===== src/rtl/ahb_arbiter_rr.sv =====
// Round-robin AHB bus arbiter: one-hot registered HGRANT held across fixed-length
// bursts and locked sequences, plus registered HMASTER/HMASTLOCK for the address mux.
module ahb_arbiter_rr #(
   parameter int NUM_MST = 4,
   parameter int DEF_MST = 0
) (
   input  logic               HCLK,
   input  logic               HRESETn,
   input  logic [NUM_MST-1:0] HBUSREQ,
   input  logic [NUM_MST-1:0] HLOCK,
   input  logic [1:0]         HTRANS,
   input  logic [2:0]         HBURST,
   input  logic               HREADY,
   output logic [NUM_MST-1:0] HGRANT,
   output logic [3:0]         HMASTER,
   output logic               HMASTLOCK
);

   localparam logic [NUM_MST-1:0] DEF_OH  = NUM_MST'(1) << DEF_MST;
   localparam logic [3:0]         DEF_IDX = 4'(DEF_MST);

   typedef enum logic {ARB, BURST} state_e;

   state_e             state_q, state_d;
   logic [NUM_MST-1:0] grant_q, grant_d;
   logic [3:0]         ptr_q, ptr_d;
   logic [3:0]         master_q, master_d;
   logic               mastLock_q, mastLock_d;
   logic [4:0]         rem_q, rem_d;

   logic [4:0]         burstLen;
   logic               nonseqAcc, seqAcc, arbAllowed, lockHold, anyReq;
   logic [NUM_MST-1:0] reqRot, ownerOh, winnerOh;
   logic [4:0]         offset, winnerSum;
   logic [3:0]         winner, grantIdx;

   always_comb begin
      unique case (HBURST)
         3'b010, 3'b011: burstLen = 5'd4;
         3'b100, 3'b101: burstLen = 5'd8;
         3'b110, 3'b111: burstLen = 5'd16;
         default:        burstLen = 5'd1;
      endcase
   end

   assign nonseqAcc = HREADY && (HTRANS == 2'b10);
   assign seqAcc    = HREADY && (HTRANS == 2'b11);

   // Rotate requests so bit 0 is the master just after the last grant; the lowest set bit wins.
   always_comb begin
      reqRot = NUM_MST'({HBUSREQ, HBUSREQ} >> ({1'b0, ptr_q} + 5'd1));
      anyReq = |HBUSREQ;
      offset = '0;
      for (int j = NUM_MST - 1; j >= 0; j--) begin
         if (reqRot[j]) offset = 5'(j);
      end
      winnerSum = {1'b0, ptr_q} + 5'd1 + offset;
      if (winnerSum >= 5'(NUM_MST)) winnerSum = winnerSum - 5'(NUM_MST);
      winner = winnerSum[3:0];
   end

   always_comb begin
      grantIdx = DEF_IDX;
      ownerOh  = '0;
      winnerOh = '0;
      for (int i = 0; i < NUM_MST; i++) begin
         ownerOh[i]  = (master_q == 4'(i));
         winnerOh[i] = (winner == 4'(i));
         if (grant_q[i]) grantIdx = 4'(i);
      end
   end

   assign lockHold = |(HLOCK & HBUSREQ & ownerOh);

   // Inside a burst the only arbitration point is the accepted last beat, giving early handoff.
   always_comb begin
      state_d    = state_q;
      rem_d      = rem_q;
      arbAllowed = 1'b0;
      if (nonseqAcc)
         rem_d = burstLen - 5'd1;
      else if (seqAcc && (rem_q != 5'd0))
         rem_d = rem_q - 5'd1;
      unique case (state_q)
         ARB: begin
            arbAllowed = HREADY;
            if (nonseqAcc && (burstLen != 5'd1)) state_d = BURST;
         end
         BURST: begin
            if (nonseqAcc) begin
               if (burstLen == 5'd1) state_d = ARB;
            end else if (seqAcc && (rem_q == 5'd1)) begin
               arbAllowed = 1'b1;
               state_d    = ARB;
            end
         end
         default: state_d = ARB;
      endcase
   end

   always_comb begin
      grant_d    = grant_q;
      ptr_d      = ptr_q;
      master_d   = master_q;
      mastLock_d = mastLock_q;
      if (arbAllowed && !lockHold) begin
         if (anyReq) begin
            grant_d = winnerOh;
            ptr_d   = winner;
         end else begin
            grant_d = DEF_OH;
         end
      end
      if (HREADY) begin
         master_d   = grantIdx;
         mastLock_d = |(HLOCK & grant_q);
      end
   end

   always_ff @(posedge HCLK or negedge HRESETn) begin
      if (!HRESETn) begin
         state_q    <= ARB;
         grant_q    <= DEF_OH;
         ptr_q      <= DEF_IDX;
         master_q   <= DEF_IDX;
         mastLock_q <= 1'b0;
         rem_q      <= '0;
      end else begin
         state_q    <= state_d;
         grant_q    <= grant_d;
         ptr_q      <= ptr_d;
         master_q   <= master_d;
         mastLock_q <= mastLock_d;
         rem_q      <= rem_d;
      end
   end

   assign HGRANT    = grant_q;
   assign HMASTER   = master_q;
   assign HMASTLOCK = mastLock_q;

endmodule


===== config.mk =====
export PLATFORM = sky130hd
export DESIGN_NAME = ahb_arbiter_rr
export DESIGN_NICKNAME = d
export VERILOG_FILES = /design/src/rtl/ahb_arbiter_rr.sv
export SDC_FILE = /design/constraint.sdc
export NUM_CORES = 1
export LEC_CHECK = 0
export BUFFER_PORTS_ARGS = -buffer_cell sky130_fd_sc_hd__buf_2
export CAP_MARGIN = 20
export CORE_AREA = 2 2 58 60
export CTS_CLUSTER_SIZE = 40
export DETAILED_ROUTE_END_ITERATION = 6
export DIE_AREA = 0 0 60 62
export GPL_TIMING_DRIVEN = 0
export SYNTH_ARGS = -nofsm -noshare
export SYNTH_HDL_FRONTEND = slang
export SYNTH_SLANG_ARGS = --single-unit

===== constraint.sdc =====
create_clock -name HCLK -period 9.85 [get_ports HCLK]
set_input_delay 0.4925 -clock HCLK [delete_from_list [all_inputs] [get_ports HCLK]]
set_output_delay 0.4925 -clock HCLK [all_outputs]
set_load 0.02 [all_outputs]

======== Word-level counts from Yosys, hierarchy flattened ========
Index checks and enable logic that the tools add are counted.
cells by class
  add/sub/neg operators ................... 5
  magnitude comparators ................... 1
  equal/unequal tests ..................... 17
  shift-type cells ........................ 1
  mux-type cells .......................... 20
  bitwise logic cells ..................... 4
  reductions and logical operators ........ 18
operators with widths
  operator                                                count
  2-to-1 mux 5 bit                                        5
  equality test 4 x 2 -> 1 bit (second input constant)    4
  2-to-1 mux 4 bit                                        4
  one-hot mux 5 bit (3 select lines)                      1
  bitwise AND 4 bit                                       3
  equality test 3 bit (second input constant)             4
  OR reduction 4 bit                                      3
  equality test 5 x 1 -> 1 bit (second input constant)    2
  subtractor 5 x 1 -> 5 bit (second input constant)       2
  equality test 4 x 1 -> 1 bit (second input constant)    2
  zero test 4 bit                                         2
  right shift 8 x 5 -> 4 bit                              1
  2-to-1 mux 1 bit                                        7
  equality test 3 x 2 -> 1 bit (second input constant)    2
  logical AND 1 bit                                       6
  OR reduction 2 bit                                      3
  adder 4 x 1 -> 5 bit (second input constant)            1
  adder 5 bit                                             1
  >= comparator 5 x 3 -> 1 bit (second input constant)    1
  inequality test 5 x 1 -> 1 bit (second input constant)  1
  nonzero test 5 bit                                      1
  equality test 2 bit (second input constant)             2
  one-hot mux 1 bit (2 select lines)                      2
  subtractor 4 x 3 -> 4 bit (second input constant)       1
  other kinds (5)                                         5
storage, ports and cells
  register bits ........................... 19
  input port bits ......................... 16
  output and inout bits ................... 9

======== Depth between registers and ports, before layout ========
  word-level depth ........................ 11
  gate-level depth with buffers ........... 15
  mapped depth without buffers ............ 14

======== Worst setup path after synthesis ========
No wires, ideal clock.
  kind .................................... reg2reg
  start point ............................. reg ptr_q[0]
  end point ............................... reg ptr_q[2]
  setup time .............................. 0.121 ns
  data arrival time ....................... 3.183 ns
  path slack .............................. 6.546 ns
  cell stages (with the launch flop) ...... 15
  buffers on the path ..................... 1
  cell sequence ........................... dfrtp_1 -> clkbuf_1 -> mux2i_1 -> and2_1 -> a211o_1 -> and3_1 -> ha_1 -> nor2b_1 -> o21ai_0 -> xor2_1 -> ha_1 -> a311oi_1 -> a21oi_1 -> or3_1 -> a22o_1
on the way
  longest elaborated chain between the ends .. 9
RTL lines
  what                                                                       line    source
  from (decl)                                                                26      logic [3:0] ptr_q, ptr_d;
  from (signal assigned)                                                     131     ptr_q <= ptr_d;
  adder 4 x 1 -> 5 bit (*)                                                   51, 57
  right shift 8 x 5 -> 4 bit                                                 51      reqRot = NUM_MST'({HBUSREQ, HBUSREQ} >> ({1'b0, ptr_q} + 5'd1));
  2-to-1 mux 2 bit                                                           55      if (reqRot[j]) offset = 5'(j);
  2-to-1 mux 5 bit (3 in series)                                             55
  adder 5 bit (*)                                                            57      winnerSum = {1'b0, ptr_q} + 5'd1 + offset;
  subtractor 4 x 3 -> 4 bit or >= comparator 5 x 3 -> 1 bit (tied branches)  58      if (winnerSum >= 5'(NUM_MST)) winnerSum = winnerSum - 5'(NUM_MST);
  2-to-1 mux 4 bit (*)                                                       58
Mark *: on every way between the ends. The rest lies on a longest branch, timed or not.
A chain may end at the register's enable or synchronous reset.

======== Worst setup path in the final report ========
Ends and elaborated chain as after synthesis.

==> run_results.csv <==
group,metric,value,unit
sta,slew_headroom,0.487,
die,core-area,3180,um^2
cts,clock_sinks,17,
setup_path,end_kind,"flop",
power,p_leak,0.000629,uW
sta,fin_skew,0.429,ps
synthesis,async_reset_ff_frac,1.00,
global_route,grt_max_degree,18,
route,vias_per_cell,5.19,
synthesis,synth_edf_count,0,
setup_path,criticalPathCategory,"reg -> reg",
setup_path,worstPathArrival,3930,ps
sta,setup_slack,6110,ps
place,io_buffers,20,
setup_path,crit_fanout,5,
setup_path,start_kind,"flop",
setup_path,cp-startpoint,"ptr_q[0]",
layout,n_fill_cell,322,
cts,numCtsBuffers,3,
synthesis,syn_avg_cell_area,9.35,um^2
synthesis,synth_flop_cell,"dfrtp_1",
setup_path,r2r_start,"ptr_q[0]",
global_route,antenna_found_initial,0,
cts,path_clk_slew,100,ps
global_route,grt_pass1_vias,876,
setup_path,cp_num_cells,15,
layout,final-seq-area,427,um^2
route,drc,0,
synthesis,syn_inst,127,
layout,finalNonFillerCells,198,
sta,setup_viol,0,
sta,rsz0062_at_grt,"no",
sta,worst_slew_pin_slew,762,ps
sta,finalCritPeriodShare,0.380,
layout,multiInputGateArea,714,um^2
cts,post_cts_buffers,0,
die,dieArea,3720,um^2
sta,fmax,268,MHz
sta,finalHoldViolCount,0,
sta,slew_violations,0,
setup_path,cp_data_required_time,10040,ps
run_status,status,"finished, final reports clean",
cts,postCtsHoldBufs,0,
sta,fin_crit,3740,ps
route,drt_iter0_drc,67,
die,die_x,60,um
cts,clk_latency,290,ps
setup_path,crit_path_top_delay_cell,"a311oi_1",
route,wl_per_cell,12.4,um
route,vias,1028,
route,antenna_left,0,
cts,clock_path_buffers,2,
setup_path,slowest_delay,470,ps
power,max-vdd-ir-drop,0.106,mV
synthesis,ys.warnings.count,0,
die,ioPinCount,25,
setup_path,cp_num_buf_inv,2,
die,start_util,0.373,
route,dr.pass1.iters,4,
setup_path,crit_end,"ptr_q[2]",
global_route,overflow,0,
cts,cts_resized,0,
global_route,grt_usage,0.139,
cts,htreeDepth,1,
place,hpwlAfterDp,1940,um
setup_path,crit_chain,"clkbuf_1, inv_1, a2bb2oi_1, o22a_1, o21ai_0, and3_1, ha_1, nor2b_1, o21ai_0, xor2_1, ha_1, a311oi_1, a21oi_1, or3_1, a22o_1",
cts,cts_tree,"built",
layout,syn2layout_area_growth,15.9,%
setup_path,cp_top_family,"compound AO/OA/AOI/OAI gates",
synthesis,ys_seq_area_frac,0.359,
global_route,grt_pass1_wl,3820,um
cts,root_buffer,"clkbuf_4",
layout,diodes,0,
layout,layout-drive-gt1-share,0.224,
place,placed_cells,194,
place,place_ws,6170,ps
setup_path,r2r-end,"ptr_q[2]",
die,die_y,62,um
layout,num-nets-final,176,
power,p_per_area,334,nW/um^2
die,row_count,21,
power,power,459,uW
synthesis,ys_ff_latch,17,
sta,tns,0,ps
hold_path,min_path_type,"in -> async",
layout,post-route-util,0.433,
synthesis,synth_area,1190,um^2
route,drt-total-wl,2450,um
place,routabilityCongestion,0.807,
synthesis,synth.distinct_cells,47,
flow_run,cap_viol_max_count,0,
setup_path,r2r_slack,6110,ps
setup_path,reg2regPathDepth,15,
-- final cells by class --
class                           instances  share of cell area
Multi-Input combinational cell        100               0.519
Sequential cell                        17               0.310
Tap cell                               46              0.0418
Clock inverter                          1             0.00364
Inverter                                7              0.0191
Buffer                                  4              0.0173
Timing Repair Buffer                   20              0.0727
Clock buffer                            3              0.0164
-- worst reg2reg max path: stages (launching register included) --
cell	delay (ps)
dfrtp_1	340
clkbuf_1	230
inv_1	130
a2bb2oi_1	250
o22a_1	170
o21ai_0	80
and3_1	200
ha_1	260
nor2b_1	120
o21ai_0	400
xor2_1	130
ha_1	200
a311oi_1	470
a21oi_1	130
or3_1	330
a22o_1	190
-- worst min-delay path by stage --
stage / end / start / cells past startpoint / slack [ps]
after global routing: rem_q[3] / HRESETn / 1 / 110
after detailed placement: rem_q[3] / HRESETn / 1 / 430
final: rem_q[3] / HRESETn / 1 / 100
after floorplan: HGRANT[1] / HRESETn / 0 / 200
after CTS: rem_q[3] / HRESETn / 1 / 100
after global placement: rem_q[3] / HRESETn / 1 / 430
-- placed cells by master (no fill, tap or decap), types with 2 or more instances in the layout --
cell | Yosys | layout
a32o_1 | 3 | 3
ha_1 | 6 | 6
nor2_1 | 8 | 8
nor2b_1 | 2 | 2
o22ai_1 | 2 | 2
o21ai_0 | 8 | 8
conb_1 | 1 | 2
nand2b_1 | 4 | 4
inv_1 | 7 | 7
mux2i_1 | 5 | 5
mux2_2 | 3 | 3
a31oi_1 | 3 | 3
a22oi_1 | 2 | 2
a22o_1 | 3 | 3
nand4_1 | 2 | 2
nor3_1 | 4 | 4
buf_4 | 2 | 2
nand3_1 | 2 | 2
dfrtp_1 | 16 | 16
clkbuf_4 | 0 | 3
a21oi_1 | 8 | 8
buf_2 | 1 | 21
nand2_1 | 9 | 9
nor3b_1 | 2 | 2
-- per-stage QoR --
stage          cell area [um^2]  hold slack (ps)
3_3_place_gp               1350              434
3_5_place_dp               1350              434
5_1_grt                    1380              113
6_report                   1380             96.5
4_1_cts                    1380              104
2_1_floorplan              1190              197
-- logic make-up (layout without fill, tap and decap cells) --
group,after synthesis,count (layout),share of synthesized area
buf+inv,11,35,0.0421
mux,8,8,0.0706
xor+xnor,2,2,0.0148
other cells,1,2,0.00316
compound gates,37,37,0.213
fa+ha+maj,7,7,0.0801
simple gates,44,44,0.217
flops,17,17,0.359
-- synthesized netlist by cell type (all sizes together) (2+ instances only) --
master / number / share of area
a21oi: 8 / 0.034
a22o: 3 / 0.022
a22oi: 2 / 0.013
a31oi: 3 / 0.016
a32o: 3 / 0.025
buf: 3 / 0.017
dfrtp: 16 / 0.34
ha: 6 / 0.063
inv: 7 / 0.022
mux2: 3 / 0.028
mux2i: 5 / 0.042
nand2: 9 / 0.028
nand2b: 4 / 0.021
nand3: 2 / 0.0084
nand4: 2 / 0.011
nor2: 9 / 0.031
nor2b: 2 / 0.011
nor3: 5 / 0.025
nor3b: 2 / 0.013
o21ai: 8 / 0.034
o22ai: 2 / 0.011
-- metal layers --
metal  global-route usage  share of wire  up-vias
met4               0.0476          0.011        0
met2                0.219           0.45       26
met3               0.0311          0.047        3
li1                     -              -      519
met1                0.189           0.49      480
met5                    0              0        -
-- power by group --
part / switching (uW) / internal [uW] / total [uW]
logic: 157 / 129 / 286
registers: 35.7 / 99.8 / 136
clock network: 22.3 / 15.1 / 37.4
total: 215 / 244 / 459
-- sequential cells by signal, indices dropped and copies added (netlist names) --
name       count
rem_q          5
HGRANT         4
ptr_q          4
HMASTER        2
HMASTLOCK      1
state_q        1
(Power assumes the default switching activity.)
